**config.mk**
```make
export PLATFORM = sky130hd
export DESIGN_NAME = vsync_phase_det
export DESIGN_NICKNAME = d
export VERILOG_FILES = /design/src/rtl/vsync_phase_det.sv
export SDC_FILE = /design/constraint.sdc
export NUM_CORES = 1
export LEC_CHECK = 0
export ABC_CLOCK_PERIOD_IN_PS = 4300
export BUFFER_PORTS_ARGS = -buffer_cell sky130_fd_sc_hd__buf_2
export CORE_MARGIN = 4
export CORE_UTILIZATION = 40
export CTS_CLUSTER_DIAMETER = 40
export DETAILED_ROUTE_END_ITERATION = 16
export PLACE_DENSITY = 0.68
export SYNTH_ARGS = -nofsm -noshare
export SYNTH_HDL_FRONTEND = slang
export SYNTH_SLANG_ARGS = --single-unit
```
**constraint.sdc**
```tcl
create_clock -name sp_clk -period 4.3 [get_ports sp_clk]
set_input_delay 0.215 -clock sp_clk [delete_from_list [all_inputs] [get_ports sp_clk]]
set_output_delay 0.215 -clock sp_clk [all_outputs]
set_load 0.1 [all_outputs]
```
**src/rtl/vsync_phase_det.sv**
```systemverilog
`default_nettype none
// ============================================================================
// vsync_phase_det : measures external Vsync phase against a vref-timed window
// Rev 1.0
// ============================================================================
module vsync_phase_det #(
    parameter int PW     = 21,
    parameter int ERRW   = 22,
    parameter int HIT_N  = 3,
    parameter int MISS_N = 4
) (
    input  logic            sp_clk,
    input  logic            rst,
    input  logic            vsync_in,
    input  logic            vref,
    input  logic [PW-1:0]   win_delay,
    input  logic [9:0]      win_width,
    input  logic [ERRW-1:0] dlim,
    output logic [ERRW-1:0] err,
    output logic            sample,
    output logic            pd_error,
    output logic            venable
);

    localparam int HCW = $clog2(HIT_N + 1);
    localparam int MCW = $clog2(MISS_N + 1);
    localparam logic [HCW-1:0] C_HIT_N  = HCW'(HIT_N);
    localparam logic [MCW-1:0] C_MISS_N = MCW'(MISS_N);

    typedef enum logic [1:0] {
        S_IDLE  = 2'd0,
        S_ARMED = 2'd1,
        S_WAIT  = 2'd2
    } state_t;

    state_t                 r_state;
    state_t                 w_state_nxt;
    logic [2:0]             r_sync;
    logic [PW-1:0]          r_pcnt;
    logic [HCW-1:0]         r_hit_cnt;
    logic [MCW-1:0]         r_miss_cnt;
    logic [ERRW-1:0]        r_err;
    logic                   r_sample;
    logic                   r_pd_error;
    logic                   r_venable;

    logic                   w_vs_det;
    logic [PW-1:0]          w_pcnt_eval;
    logic signed [PW:0]     w_diff_wide;
    logic signed [ERRW-1:0] w_diff;
    logic signed [ERRW-1:0] w_ww;
    logic signed [ERRW-1:0] w_lim;
    logic signed [ERRW-1:0] w_clamped;
    logic [PW+1:0]          w_limit;
    logic                   w_in_win;
    logic                   w_eval;
    logic                   w_timeout;
    logic                   w_hit;
    logic                   w_miss;
    logic [HCW-1:0]         w_hit_nxt;
    logic [MCW-1:0]         w_miss_nxt;
    logic                   w_unused_dlim_msb;

    assign w_unused_dlim_msb = dlim[ERRW-1];

    // Two-flop synchroniser plus one history flop for rising-edge detection
    always_ff @(posedge sp_clk or posedge rst) begin
        if (rst) begin
            r_sync <= '0;
        end else begin
            r_sync <= {r_sync[1:0], vsync_in};
        end
    end

    assign w_vs_det = r_sync[1] & ~r_sync[2];

    always_ff @(posedge sp_clk or posedge rst) begin
        if (rst) begin
            r_pcnt <= '0;
        end else if (vref) begin
            r_pcnt <= '0;
        end else if (r_pcnt != '1) begin
            r_pcnt <= r_pcnt + 1'b1;
        end
    end

    // A vs_det coincident with vref is measured against the cleared counter
    assign w_pcnt_eval = vref ? '0 : r_pcnt;
    assign w_diff_wide = $signed({1'b0, w_pcnt_eval}) - $signed({1'b0, win_delay});
    assign w_diff      = ERRW'(w_diff_wide);
    assign w_ww        = ERRW'({1'b0, win_width});
    assign w_lim       = $signed({1'b0, dlim[ERRW-2:0]});
    assign w_in_win    = (w_diff >= -w_ww) && (w_diff <= w_ww);

    always_comb begin
        w_clamped = w_diff;
        if (w_diff > w_lim) begin
            w_clamped = w_lim;
        end else if (w_diff < -w_lim) begin
            w_clamped = -w_lim;
        end
    end

    assign w_limit   = {2'b00, win_delay} + (PW+2)'(win_width) + (PW+2)'(1);
    assign w_eval    = w_vs_det && (vref || (r_state == S_ARMED));
    assign w_timeout = (r_state == S_ARMED) && !vref && !w_vs_det
                       && ({2'b00, r_pcnt} >= w_limit);
    assign w_hit     = w_eval && w_in_win;
    assign w_miss    = (w_eval && !w_in_win) || w_timeout;

    always_comb begin
        w_state_nxt = r_state;
        case (r_state)
            S_IDLE: begin
                if (vref) begin
                    w_state_nxt = S_ARMED;
                end
            end
            S_ARMED: begin
                if (vref) begin
                    w_state_nxt = S_ARMED;
                end else if (w_vs_det || w_timeout) begin
                    w_state_nxt = S_WAIT;
                end
            end
            S_WAIT: begin
                if (vref) begin
                    w_state_nxt = S_ARMED;
                end
            end
            default: begin
                w_state_nxt = S_IDLE;
            end
        endcase
    end

    always_ff @(posedge sp_clk or posedge rst) begin
        if (rst) begin
            r_state <= S_IDLE;
        end else begin
            r_state <= w_state_nxt;
        end
    end

    always_comb begin
        w_hit_nxt  = r_hit_cnt;
        w_miss_nxt = r_miss_cnt;
        if (w_hit) begin
            w_miss_nxt = '0;
            if (r_hit_cnt != C_HIT_N) begin
                w_hit_nxt = r_hit_cnt + 1'b1;
            end
        end else if (w_miss) begin
            w_hit_nxt = '0;
            if (r_miss_cnt != C_MISS_N) begin
                w_miss_nxt = r_miss_cnt + 1'b1;
            end
        end
    end

    always_ff @(posedge sp_clk or posedge rst) begin
        if (rst) begin
            r_hit_cnt  <= '0;
            r_miss_cnt <= '0;
            r_err      <= '0;
            r_sample   <= 1'b0;
            r_pd_error <= 1'b0;
            r_venable  <= 1'b0;
        end else begin
            r_hit_cnt  <= w_hit_nxt;
            r_miss_cnt <= w_miss_nxt;
            r_sample   <= w_hit;
            r_pd_error <= w_miss;
            if (w_hit) begin
                r_err <= w_clamped;
            end
            if (w_hit && (w_hit_nxt == C_HIT_N)) begin
                r_venable <= 1'b1;
            end else if (w_miss && (w_miss_nxt == C_MISS_N)) begin
                r_venable <= 1'b0;
            end
        end
    end

    assign err      = r_err;
    assign sample   = r_sample;
    assign pd_error = r_pd_error;
    assign venable  = r_venable;

endmodule
`default_nettype wire

```
# Word level (Yosys, flattened, before mapping)
# Index checks and enable logic that the tools add are counted.
[classes]
n_reduce_logical = 20
bitwise_logic = 2
n_mux = 17
n_lt_le_gt_ge = 5
eq_ne = 9
addsub = 8
[ops]
columns = ["op", "n"]
rows = [
  ["2-to-1 mux 21 bit", 3],
  ["2-to-1 mux 22 bit", 2],
  ["adder 22 x 1 -> 23 bit, second input constant", 1],
  ["greater-or-equal comparator 21 x 23 -> 1 bit", 1],
  ["adder 21 x 10 -> 22 bit", 1],
  ["greater-or-equal comparator 22 bit", 1],
  ["> comparator 22 bit", 1],
  ["less-or-equal comparator 22 x 11 -> 1 bit", 1],
  ["less-than comparator 22 bit", 1],
  ["negator 10 -> 22 bit", 1],
  ["negator 21 -> 22 bit", 1],
  ["subtractor 21 x 21 -> 22 bit", 1],
  ["adder 21 x 1 -> 21 bit, second input constant", 1],
  ["!= test 21 bit, second input constant", 1],
  ["2-to-1 mux 2 bit", 6],
  ["logical AND 1 bit", 9],
  ["2-to-1 mux 3 bit", 3],
  ["== test 2 bit, second input constant", 2],
  ["case mux 2 bit (2 select lines)", 1],
  ["nonzero test 2 bit", 2],
  ["adder 3 x 1 -> 3 bit, second input constant", 1],
  ["== test 3 bit, second input constant", 1],
  ["zero test 1 bit", 3],
  ["logical OR 1 bit", 3],
  ["other kinds (12)", 13],
]
[word_totals]
reg_bits = 56
output_inout_bits = 25

# Logic depth before layout (Yosys ltp)
# Gate-level depths: netlist of the first run.
[logic_depth]
ltp_word = 13
mapped_depth = 25
ltp_nobuf = 25

# Least setup slack after synthesis of the first run
# No wires, ideal clock.
[synth_timing]
path_type = "input-to-reg"
start = "in vref"
end = "reg r_err[0] (netlist: err[0])"
setup_slack_ps = -678
arrival_time_ps = 4852
path_stages = 24
t_required_ps = 4175
path_cell_list = "clkbuf_1 > clkbuf_1 > nor2b_1 > ha_1 > a21o_1 > a21oi_1 > a21boi_1 > o2111ai_1 > o21ai_1 > a221o_1 > a21o_1 > clkbuf_1 > clkbuf_1 > inv_1 > ha_1 > inv_1 > nor2_1 > nand3_1 > a221oi_1 > a211oi_1 > mux2i_1 > nand3_4 > buf_6 > mux2_4"
[synth_between]
elab_chain_len = 5
word_cells_on_any_way = 12
cone_classes = "add/sub: 1; order compare: 4; mux: 3; reduce/logical: 4"
[synth_rtl]
columns = ["item", "line", "source"]
rows = [
  ["from (decl)", "15", "input logic vref,"],
  ["2-to-1 mux 21 bit", "88", "assign w_pcnt_eval = vref ? '0 : r_pcnt;"],
  ["subtractor 21 x 21 -> 22 bit", "89", "assign w_diff_wide = $signed({1'b0, w_pcnt_eval}) - $signed({1'b0, win_delay});"],
  ["less-than comparator 22 bit, or another cell as far along", "99", "end else if (w_diff < -w_lim) begin"],
  ["2-to-1 mux 22 bit / logical AND 1 bit (equally long branches)", "99, 93", ""],
  ["2-to-1 mux 22 bit / logical AND 1 bit (equally long branches)", "97, 108", ""],
  ["to (signal assigned)", "175", "r_err <= w_clamped;"],
  ["to (decl)", "42", "logic [ERRW-1:0] r_err;"],
]
# Parallel ways exist; a longest one is shown, timed or not.
# A chain may end at the register's enable or synchronous reset.

# Final worst setup path of the first run
[layout_timing]
start = "reg r_pcnt[0]"
end = "reg r_err[0] (netlist: err[0])"
[layout_between]
elab_chain_len = 5
word_cells_on_any_way = 10
cone_classes = "add/sub: 1; order compare: 4; mux: 3; reduce/logical: 2"
[layout_rtl]
columns = ["item", "line", "source"]
rows = [
  ["from (decl)", "39", "logic [PW-1:0] r_pcnt;"],
  ["from (signal assigned)", "83", "r_pcnt <= r_pcnt + 1'b1;"],
  ["2-to-1 mux 21 bit *", "88", ""],
  ["subtractor 21 x 21 -> 22 bit *", "89", ""],
  ["less-than comparator 22 bit, or another cell as far along", "99", ""],
  ["2-to-1 mux 22 bit / logical AND 1 bit (equally long branches)", "99, 93", ""],
  ["2-to-1 mux 22 bit / logical AND 1 bit (equally long branches)", "97, 108", ""],
]
# Mark *: on every way between the ends. The rest lies on a longest branch, timed or not.

==> results of run 1 <==
==> area by class of cell <==
class	instances	area, µm²
repair buffers	289	2050
well taps	260	325
clock inverters	3	42.5
fillers	1833	8220
multi-input cells	805	6370
flip-flops and latches	56	1400
inverters	95	360
clock buffers	5	125
==> routing by layer <==
layer  share of wire, %  up-vias  GRT usage [%]
met5                  0        -              0
li1                   -     4078              -
met2                 48      130           35.3
met1                 47     3702           27.0
met3                2.5       30           1.99
met4                2.0        0           4.75
==> worst register-to-register path, cell delays in order, from the launching register on <==
cell      delay [ns]
dfrtp_1         0.40
nand2b_4        0.07
ha_4            0.17
fa_2            0.38
nand2b_4        0.17
a211oi_4        0.28
buf_6           0.15
o21ai_2         0.05
nand2b_1        0.09
a21oi_2         0.07
xnor2_2         0.14
ha_1            0.28
nand4_1         0.14
nor3_2          0.25
o41ai_2         0.13
o32ai_1         0.27
mux2i_1         0.14
a221oi_2        0.25
a211oi_2        0.09
mux2i_2         0.31
nand3_4         0.13
buf_12          0.19
mux2_4          0.30
==> worst max path at each step <==
stage | start | to | slack [ns] | cells past startpoint
after detailed placement | win_width[0] | venable | -0.42 | 28
final | r_pcnt[0] | err[0] | -0.27 | 22
after CTS | r_pcnt[0] | err[0] | -0.17 | 20
after global placement | vref | err[1] | -0.31 | 21
after floorplan | vref | err[0] | -0.21 | 22
after global routing | r_pcnt[0] | err[0] | -0.52 | 22
==> cells in the mapped netlist, drive strengths merged, types with 5 or more instances <==
cell / n / area [µm²]
a211oi: 9 / 72.6
a21o: 20 / 150
a21oi: 80 / 400
a22oi: 7 / 52.6
a31oi: 14 / 87.6
and2: 5 / 31.3
and3: 8 / 50.1
and4: 8 / 70.1
buf: 7 / 42.5
clkbuf: 14 / 52.6
dfrtp: 56 / 1400
ha: 128 / 1600
inv: 94 / 353
mux2: 12 / 143
mux2i: 21 / 210
nand2: 59 / 221
nand2b: 15 / 93.8
nand3: 29 / 158
nand4: 22 / 138
nor2: 85 / 322
nor2b: 35 / 219
nor3: 22 / 110
nor3b: 9 / 72.6
nor4: 6 / 43.8
o211ai: 6 / 45.0
o21a: 13 / 97.6
o21ai: 39 / 195
o21bai: 9 / 67.6
o22a: 10 / 87.6
o22ai: 5 / 31.3
o31a: 6 / 52.6
or3: 6 / 37.5
xnor2: 46 / 403
xor2: 28 / 245
==> timing repair <==
action,4_1_cts,5_1_grt
hold buffers,1,0
buffers inserted,7,18
gates resized for setup,25,41
endpoints found under the setup margin,30,32
hold endpoints to repair,1,0
pin swaps,14,27
==> power by group <==
part | internal [W] | total (W) | switching (W)
Combinational | 0.000401 | 0.000882 | 0.000481
Clock | 0.000274 | 0.000479 | 0.000205
Sequential | 0.000551 | 0.000571 | 0.0000202
Total | 0.00123 | 0.00193 | 0.000706
==> sequential cells by signal, indices dropped and copies added (netlist names) <==
name        count
r_sync          3
r_pcnt         21
sample          1
r_hit_cnt       2
pd_error        1
venable         1
r_miss_cnt      3
err            22
r_state         2
==> metrics by stage <==
step	hold WS [ns]	instance area, µm²	setup TNS [ns]	instances	total power [W]
floorplan	0.246	7990	-1.71	977	0.00111
global placement	0.324	10000	-7.54	1480	0.00139
detailed placement	0.324	10000	-10.41	1480	0.00141
CTS	0.131	10300	-3.07	1496	0.00191
global route	0.174	10700	-13.11	1513	0.00207
finish	0.0908	10700	-5.45	1513	0.00193
==> logic make-up (layout without fill, tap and decap cells) <==
logic type / Yosys count / in the layout
buffers and inverters: 116 / 392
muxes: 33 / 33
adders and majority gates: 131 / 131
DFF: 56 / 56
AOI/OAI and AO/OA: 247 / 247
xor gates and xnor gates: 74 / 74
and+or+nand+nor: 320 / 320
==> impl_metrics.json, run 1 <==
{
  "grt_max_degree": 57,
  "cts_num_sinks": 56,
  "die_y_um": 147,
  "firstDrtPassIters": 4,
  "synthCells": 977,
  "grt_pass1_vias": 7893,
  "synth-simple-area-share_pct": 21.3,
  "path_max_fanout": 10,
  "syn_area_per_cell_um2": 7.96,
  "synthesis.area_um2": 7770,
  "cts_tree": "done",
  "grt_pass1_wl_um": 37100,
  "cp_num_buf_inv": 2,
  "ys_ff_latch": 56,
  "setup_ws_ns": -0.269,
  "crit_chain": "nand2b_4, ha_4, fa_2, nand2b_4, a211oi_4, buf_6, o21ai_2, nand2b_1, a21oi_2, xnor2_2, ha_1, nand4_1, nor3_2, o41ai_2, o32ai_1, mux2i_1, a221oi_2, a211oi_2, mux2i_2, nand3_4, buf_12, mux2_4",
  "vdd_ir_drop_max_mv": 0.191,
  "htreeDepth": 2,
  "tightest_slew_ns": 0.719,
  "drcViolationCount": 0,
  "fin_crit_ns": 4.57,
  "critPathMostFrequentCell": "nand2b_4",
  "grtUsageTotal_pct": 20.2,
  "routed_wirelength_um": 22400,
  "initial_core_util_pct": 41.1,
  "finalCritPeriodShare_pct": 106,
  "skew_ns": 0.00627,
  "fmax_mhz": 219,
  "std_cell_rows": 50,
  "path_clk_slew_ns": 0.07,
  "numCtsBuffers": 5,
  "cp.arrival_ns": 4.77,
  "gp_congestion": 0.884,
  "r2r_cells": 22,
  "die_w_um": 147,
  "crit_family": "compound AO/OA/AOI/OAI gates",
  "crit_slowest_cell": "dfrtp_1",
  "area_growth_pct": 37.2,
  "rrSetupSlack_ns": -0.27,
  "synth_xor_area_share_pct": 8.34,
  "final_core_util_pct": 56.5,
  "final_cell_mix": "buf_4 (197), ha_1 (122), inv_1 (91)",
  "slew_headroom_pct": 52.1,
  "cp-end-kind": "flip-flop",
  "worstHoldPathType": "input port to asynchronous set/reset pin",
  "routedWlPerCell_um": 14.8,
  "nNetsFinal": 1439,
  "synthMuxAreaShare_pct": 4.54,
  "synth_compound_area_share_pct": 20.8,
  "design.die.area_um2": 21700,
  "ys_seq_area_share_pct": 18.0,
  "final_common_cell": "buf_4",
  "rsz0062_at_grt": "yes",
  "rr_startpoint": "r_pcnt[0]",
  "cp_data_required_time_ns": 4.50,
  "io_buffers": 80,
  "postSynth.asyncResetShare_pct": 100,
  "p_leak_nw": 5.41,
  "critPathLaunchType": "flip-flop",
  "synth_top_family_by_area": "simple AND/OR/NAND/NOR gates",
  "clk_latency_ns": 0.31,
  "finalHoldViolCount": 0,
  "outcome": "finished, violations left",
  "design.core.area_um2": 18900,
  "synthFlopType": "dfrtp_1",
  "cpPeakStageDelay_ns": 0.40,
  "layout-drive-gt1-share_pct": 31.2,
  "pre_cts_ws_ns": -0.419,
  "drv_cap": 0,
  "hpwl_um": 18400,
  "synthAdderAreaFrac_pct": 21.2,
  "drt_iter0_drc": 286,
  "timing.rr.end": "err[0]",
  "antenna_found_initial": 0,
  "insertedDiodeCount": 0,
  "slew_viol_final": 0,
  "powerDensity_nw_per_um2": 181,
  "syn_nets": 1164,
  "io-pin-count": 82,
  "avgViaCountPerCell": 5.25,
  "yosysUniqueCellTypes": 72,
  "yosysWarnings": 0,
  "synth_edf_count": 0,
  "via_count": 7940,
  "grt.overflow.total": 0,
  "criticalPathCategory": "flip-flop to flip-flop",
  "violations": "setup timing",
  "antenna_left": 0,
  "clockBufferDepth": 2,
  "setup_viol": 29,
  "root_buffer": "clkbuf_16"
}
(Power assumes the default switching activity.)
==> inputs of run 2 (changes only) <==
--- a/config.mk
+++ b/config.mk
@@ -11,7 +11,7 @@
 export CORE_UTILIZATION = 40
 export CTS_CLUSTER_DIAMETER = 40
 export DETAILED_ROUTE_END_ITERATION = 16
-export PLACE_DENSITY = 0.68
+export PLACE_DENSITY = 0.63
 export SYNTH_ARGS = -nofsm -noshare
 export SYNTH_HDL_FRONTEND = slang
 export SYNTH_SLANG_ARGS = --single-unit
==> impl_metrics.json, run 2 (synthesis gave the netlist of run 1 again) <==
{
  "timing.rr.end": "err[0]",
  "drt_iter0_drc": 262,
  "r2r_cells": 18,
  "dp.cells": 1479,
  "cp_data_required_time_ns": 4.50,
  "outcome": "finished, violations left",
  "grt.overflow.total": 0,
  "criticalPathCategory": "flip-flop to flip-flop",
  "cts_num_sinks": 56,
  "die_w_um": 147,
  "fin_tns_setup_ns": -2.69,
  "std_cell_rows": 50,
  "violations": "setup timing",
  "powerDensity_nw_per_um2": 184,
  "drv_cap": 0,
  "rrSetupSlack_ns": -0.15,
  "fin_crit_ns": 4.45,
  "finalHoldViolCount": 0,
  "layout-drive-gt1-share_pct": 31.9,
  "gp_congestion": 0.865,
  "p_leak_nw": 5.49,
  "area_growth_pct": 39.6,
  "initial_core_util_pct": 41.1,
  "via_count": 7980,
  "slew_headroom_pct": 50.0,
  "clk_latency_ns": 0.32,
  "nNetsFinal": 1438,
  "cp-end-kind": "flip-flop",
  "tightest_slew_ns": 0.747,
  "io_buffers": 80,
  "fillCellCount": 1769,
  "final_common_cell": "buf_4",
  "routedWlPerCell_um": 15.0,
  "fmax_mhz": 225,
  "avgViaCountPerCell": 5.28,
  "grt_pass1_vias": 7958,
  "fin_cells": 1512,
  "io-pin-count": 82,
  "setup_ws_ns": -0.149,
  "routed_wirelength_um": 22700,
  "finalCritPeriodShare_pct": 103,
  "grt_pass1_wl_um": 37600,
  "insertedDiodeCount": 0,
  "wl_met2_um": 10900,
  "grtUsageTotal_pct": 20.7,
  "critPathLaunchType": "flip-flop",
  "hpwl_um": 18100,
  "setup_viol": 24,
  "clockBufferDepth": 2,
  "worstHoldPathType": "input port to asynchronous set/reset pin",
  "root_buffer": "clkbuf_16",
  "antenna_found_initial": 0,
  "dr_wl_met3_um": 769,
  "firstDrtPassIters": 4,
  "die_y_um": 147,
  "htreeDepth": 2,
  "antenna_left": 0,
  "drcViolationCount": 0,
  "largest_reg_flops": 22,
  "numCtsBuffers": 5,
  "rr_startpoint": "r_pcnt[0]",
  "final_cell_mix": "buf_4 (189), ha_1 (121), inv_1 (92)",
  "path_max_fanout": 7,
  "slew_viol_final": 0,
  "skew_ns": 0.00738,
  "top_layer": "met4",
  "cp.arrival_ns": 4.65,
  "design.core.area_um2": 18900,
  "met1_length_um": 10400,
  "vdd_ir_drop_max_mv": 0.170,
  "path_clk_slew_ns": 0.07,
  "design.die.area_um2": 21700,
  "rsz0062_at_grt": "yes",
  "cts_tree": "done",
  "grt_max_degree": 57
}
run 2: worst max path at each step:
stage               cells past startpoint  slack [ns]  startpoint      end
CTS                                    23       -0.07   r_pcnt[0]  err[15]
floorplan                              22       -0.21        vref   err[0]
finish                                 18       -0.15   r_pcnt[0]   err[0]
global placement                       24       -0.36        vref   err[0]
global route                           19       -0.38   r_pcnt[1]   err[3]
detailed placement                     24       -0.39        vref   err[0]
run 2: metrics by stage:
stage               setup slack, ns  power (W)  util (%)  hold slack [ns]  cell area, µm²
floorplan                    -0.208    0.00111         -            0.246            7990
global placement             -0.361    0.00138      52.8            0.325            9970
detailed placement           -0.394    0.00139      52.8            0.325            9970
CTS                         -0.0735    0.00199      56.4            0.122           10700
global route                 -0.377    0.00215      57.4            0.161           10900
finish                       -0.149    0.00200      57.4           0.0928           10900
run 2: area by class of cell:
| type | count | area (µm²) | share of cell area, % |
|---|---|---|---|
| repair buffers | 288 | 2130 | 19.6 |
| clock buffers | 7 | 153 | 1.41 |
| well taps | 260 | 325 | 3.00 |
| inverters | 95 | 357 | 3.29 |
| flip-flops and latches | 56 | 1400 | 12.9 |
| multi-input cells | 805 | 6450 | 59.5 |
| clock inverters | 1 | 30.0 | 0.277 |
run 2: metal layers:
| layer | up-vias | track usage (%) |
|---|---|---|
| met2 | 159 | 36.0 |
| met4 | 0 | 5.87 |
| met1 | 3717 | 27.1 |
| met3 | 32 | 2.39 |
| met5 | - | 0 |
| li1 | 4072 | - |
run 2: repair_timing:
| item | CTS | global route |
|---|---|---|
| hold buffers | 1 | 0 |
| setup buffers | 16 | 6 |
| gates resized for setup | 64 | 31 |
| cloned | 2 | 1 |
| pin swaps | 38 | 27 |
| endpoints found under the setup margin | 28 | 32 |
| hold endpoints to repair | 1 | 0 |
run 2: power breakdown:
group / total (W) / internal, W / switching [W]
Combinational: 0.000916 / 0.000426 / 0.000490
Clock: 0.000512 / 0.000307 / 0.000204
Sequential: 0.000572 / 0.000551 / 0.0000209
Total: 0.00200 / 0.00128 / 0.000715
run 2: worst max-delay path, stage by stage, from the launching register on:
cell and delay (ns):
dfrtp_1 0.39, nand2b_4 0.07, ha_4 0.16, fa_2 0.33
nand2b_4 0.16, buf_4 0.14, a21oi_1 0.16, a21oi_1 0.09
ha_1 0.22, a2111oi_1 0.39, o21ai_1 0.14, a21oi_1 0.16
a21oi_1 0.11, or3_1 0.31, or4_4 0.43, o41ai_4 0.41
nand3_4 0.15, buf_12 0.20, mux2_4 0.29
==> inputs of run 3 (changes only) <==
--- a/config.mk
+++ b/config.mk
@@ -7,11 +7,13 @@
 export LEC_CHECK = 0
 export ABC_CLOCK_PERIOD_IN_PS = 4300
 export BUFFER_PORTS_ARGS = -buffer_cell sky130_fd_sc_hd__buf_2
+export CELL_PAD_IN_SITES_DETAIL_PLACEMENT = 2
+export CELL_PAD_IN_SITES_GLOBAL_PLACEMENT = 2
 export CORE_MARGIN = 4
-export CORE_UTILIZATION = 40
+export CORE_UTILIZATION = 33
 export CTS_CLUSTER_DIAMETER = 40
 export DETAILED_ROUTE_END_ITERATION = 16
-export PLACE_DENSITY = 0.63
+export PLACE_DENSITY = 0.82
 export SYNTH_ARGS = -nofsm -noshare
 export SYNTH_HDL_FRONTEND = slang
 export SYNTH_SLANG_ARGS = --single-unit
==> impl_metrics.json, run 3 (synthesis gave the netlist of run 1 again) <==
{
  "outcome": "finished, violations left",
  "violations": "setup timing",
  "crit_chain": "nand2b_4, ha_4, fa_2, nand2b_4, a211oi_4, o21ai_1, nand2b_1, a21oi_2, xnor2_2, ha_1, nand4_1, nor3_4, o41ai_4, buf_4, nor2_1, mux2i_2, a221oi_4, a211oi_2, mux2i_2, buf_4, nand3_4, buf_12, mux2_4",
  "setup_ws_ns": -0.992,
  "largest_reg_flops": 22,
  "htreeDepth": 2,
  "design.core.area_um2": 22900,
  "io-pin-count": 82,
  "cp_data_required_time_ns": 4.51,
  "drcViolationCount": 0,
  "critPathLaunchType": "flip-flop",
  "fin_tns_setup_ns": -27.33,
  "vdd_ir_drop_max_mv": 0.142,
  "final_common_cell": "buf_4",
  "seqPwrFrac_pct": 26.6,
  "antenna_found_initial": 1,
  "initial_core_util_pct": 33.9,
  "layout-drive-gt1-share_pct": 34.9,
  "pre_cts_ws_ns": -0.889,
  "fin_crit_ns": 5.29,
  "dp.cells": 1543,
  "p_int_w": 0.00122,
  "clkPwrFrac_pct": 21.6,
  "numCtsBuffers": 5,
  "setup_viol": 32,
  "grt_pass1_wl_um": 66100,
  "crit_slowest_cell": "dfrtp_1",
  "std_cell_rows": 55,
  "die_y_um": 161,
  "drt_iter0_drc": 577,
  "fin_cells": 1585,
  "routed_wirelength_um": 48600,
  "skew_ns": 0.0136,
  "via_count": 9711,
  "powerDensity_nw_per_um2": 195,
  "slew_viol_final": 0,
  "hold_ws_ns": 0.105,
  "multi_input_area_um2": 6640,
  "design.die.area_um2": 26100,
  "drv_cap": 0,
  "final_cell_mix": "buf_4 (207), ha_1 (115), inv_1 (90)",
  "routedWlPerCell_um": 30.7,
  "p_leak_nw": 5.59,
  "criticalPathCategory": "flip-flop to flip-flop",
  "cts_num_sinks": 56,
  "cp-end-kind": "flip-flop",
  "nNetsFinal": 1457,
  "switchingPower_w": 0.000974,
  "tightest_slew_ns": 0.965,
  "firstDrtPassIters": 5,
  "area_growth_pct": 44.2,
  "swShare_pct": 44.4,
  "grt.overflow.total": 0,
  "path_clk_slew_ns": 0.09,
  "root_buffer": "clkbuf_16",
  "cpPeakStageDelay_ns": 0.42,
  "rsz0062_at_grt": "yes",
  "cp.arrival_ns": 5.50,
  "grt_max_degree": 57,
  "clk_latency_ns": 0.33,
  "grt_pass1_vias": 10923,
  "worstHoldPathType": "input port to asynchronous set/reset pin",
  "hpwl_um": 27700,
  "die_w_um": 161,
  "slew_headroom_pct": 35.4,
  "total_power_w": 0.00219,
  "cts_tree": "done",
  "seq_area_um2": 1400,
  "antenna_left": 0,
  "avgViaCountPerCell": 6.13,
  "gp_congestion": 0.826,
  "path_max_fanout": 5,
  "finalHoldViolCount": 0,
  "fillCellCount": 2503,
  "finalCritPeriodShare_pct": 123,
  "io_buffers": 80,
  "fmax_mhz": 189,
  "clockBufferDepth": 2,
  "grtUsageTotal_pct": 32.7,
  "combPwrFrac_pct": 51.7
}
run 3: cell count changes in the layout (fill, tap and decap cells not counted), moves of 3 or more:
cell / change
nor3_2: -4
nand3_1: -3
ha_1: -6
nor2_1: -4
nor2_2: +4
nor2b_2: +3
ha_4: +5
a21oi_2: +4
buf_4: +18
nor3_1: +3
a21oi_1: -4
run 3: final cells by class:
class | instances | area share, %
clock inverter | 3 | 0.201
clock buffer | 5 | 1.12
timing repair buffer | 307 | 20.2
inverter | 95 | 3.24
multi-input combinational | 805 | 59.2
sequential | 56 | 12.5
tap | 313 | 3.49
antenna | 1 | 0.0223
run 3: stage by stage:
stage          area [µm²]  util [%]
6_report            11200      48.9
5_1_grt             11200      48.9
4_1_cts             10900      47.6
3_5_place_dp        10100      44.2
3_3_place_gp        10100      44.2
2_1_floorplan        7990         -
run 3: final timing paths:
kind / start / cells past startpoint / endpoint / slack (ns)
min in group sp_clk: dlim[10] / 3 / err[10] / 0.30
max in group asynchronous: rst / 3 / err[1] / 3.64
hold / removal: rst / 3 / r_sync[0] / 0.10
setup reg to reg: r_pcnt[0] / 23 / err[1] / -0.99
setup / recovery: r_pcnt[0] / 23 / err[1] / -0.99
hold reg to reg: r_sync[0] / 0 / r_sync[1] / 0.38
run 3: metal layers:
layer / GRT usage [%] / up-vias / part of all wire, %
li1: - / 4098 / -
met1: 33.4 / 4846 / 36
met2: 61.9 / 511 / 51
met3: 5.61 / 256 / 5.1
met4: 19.2 / 0 / 8.0
met5: 0 / - / 0
run 3: worst max-delay path, delay by kind of cell (launching register included):
family | cells | cell delay, ns
buf+inv | 3 | 0.58
flops | 1 | 0.42
xor+xnor | 1 | 0.17
compound gates | 6 | 1.15
mux | 3 | 0.64
fa+ha+maj | 3 | 0.84
simple gates | 7 | 1.35
run 3: power by group through the flow:
stage / clock (W) / combinational, W / sequential, W
after floorplan: 0 / 0.000486 / 0.000622
after global placement: 0 / 0.000821 / 0.000581
after detailed placement: 0 / 0.000894 / 0.000585
after CTS: 0.000474 / 0.000969 / 0.000576
after global routing: 0.000496 / 0.00119 / 0.000585
final: 0.000474 / 0.00113 / 0.000584
run 3: what timing repair did:
action / 4_1_cts / 5_1_grt
setup endpoints to repair: 32 / 32
setup buffers: 23 / 7
resized for setup: 87 / 46
cloned: 3 / 0
hold buffers: 1 / 0
hold endpoints to repair: 1 / 0
pin swaps: 42 / 27
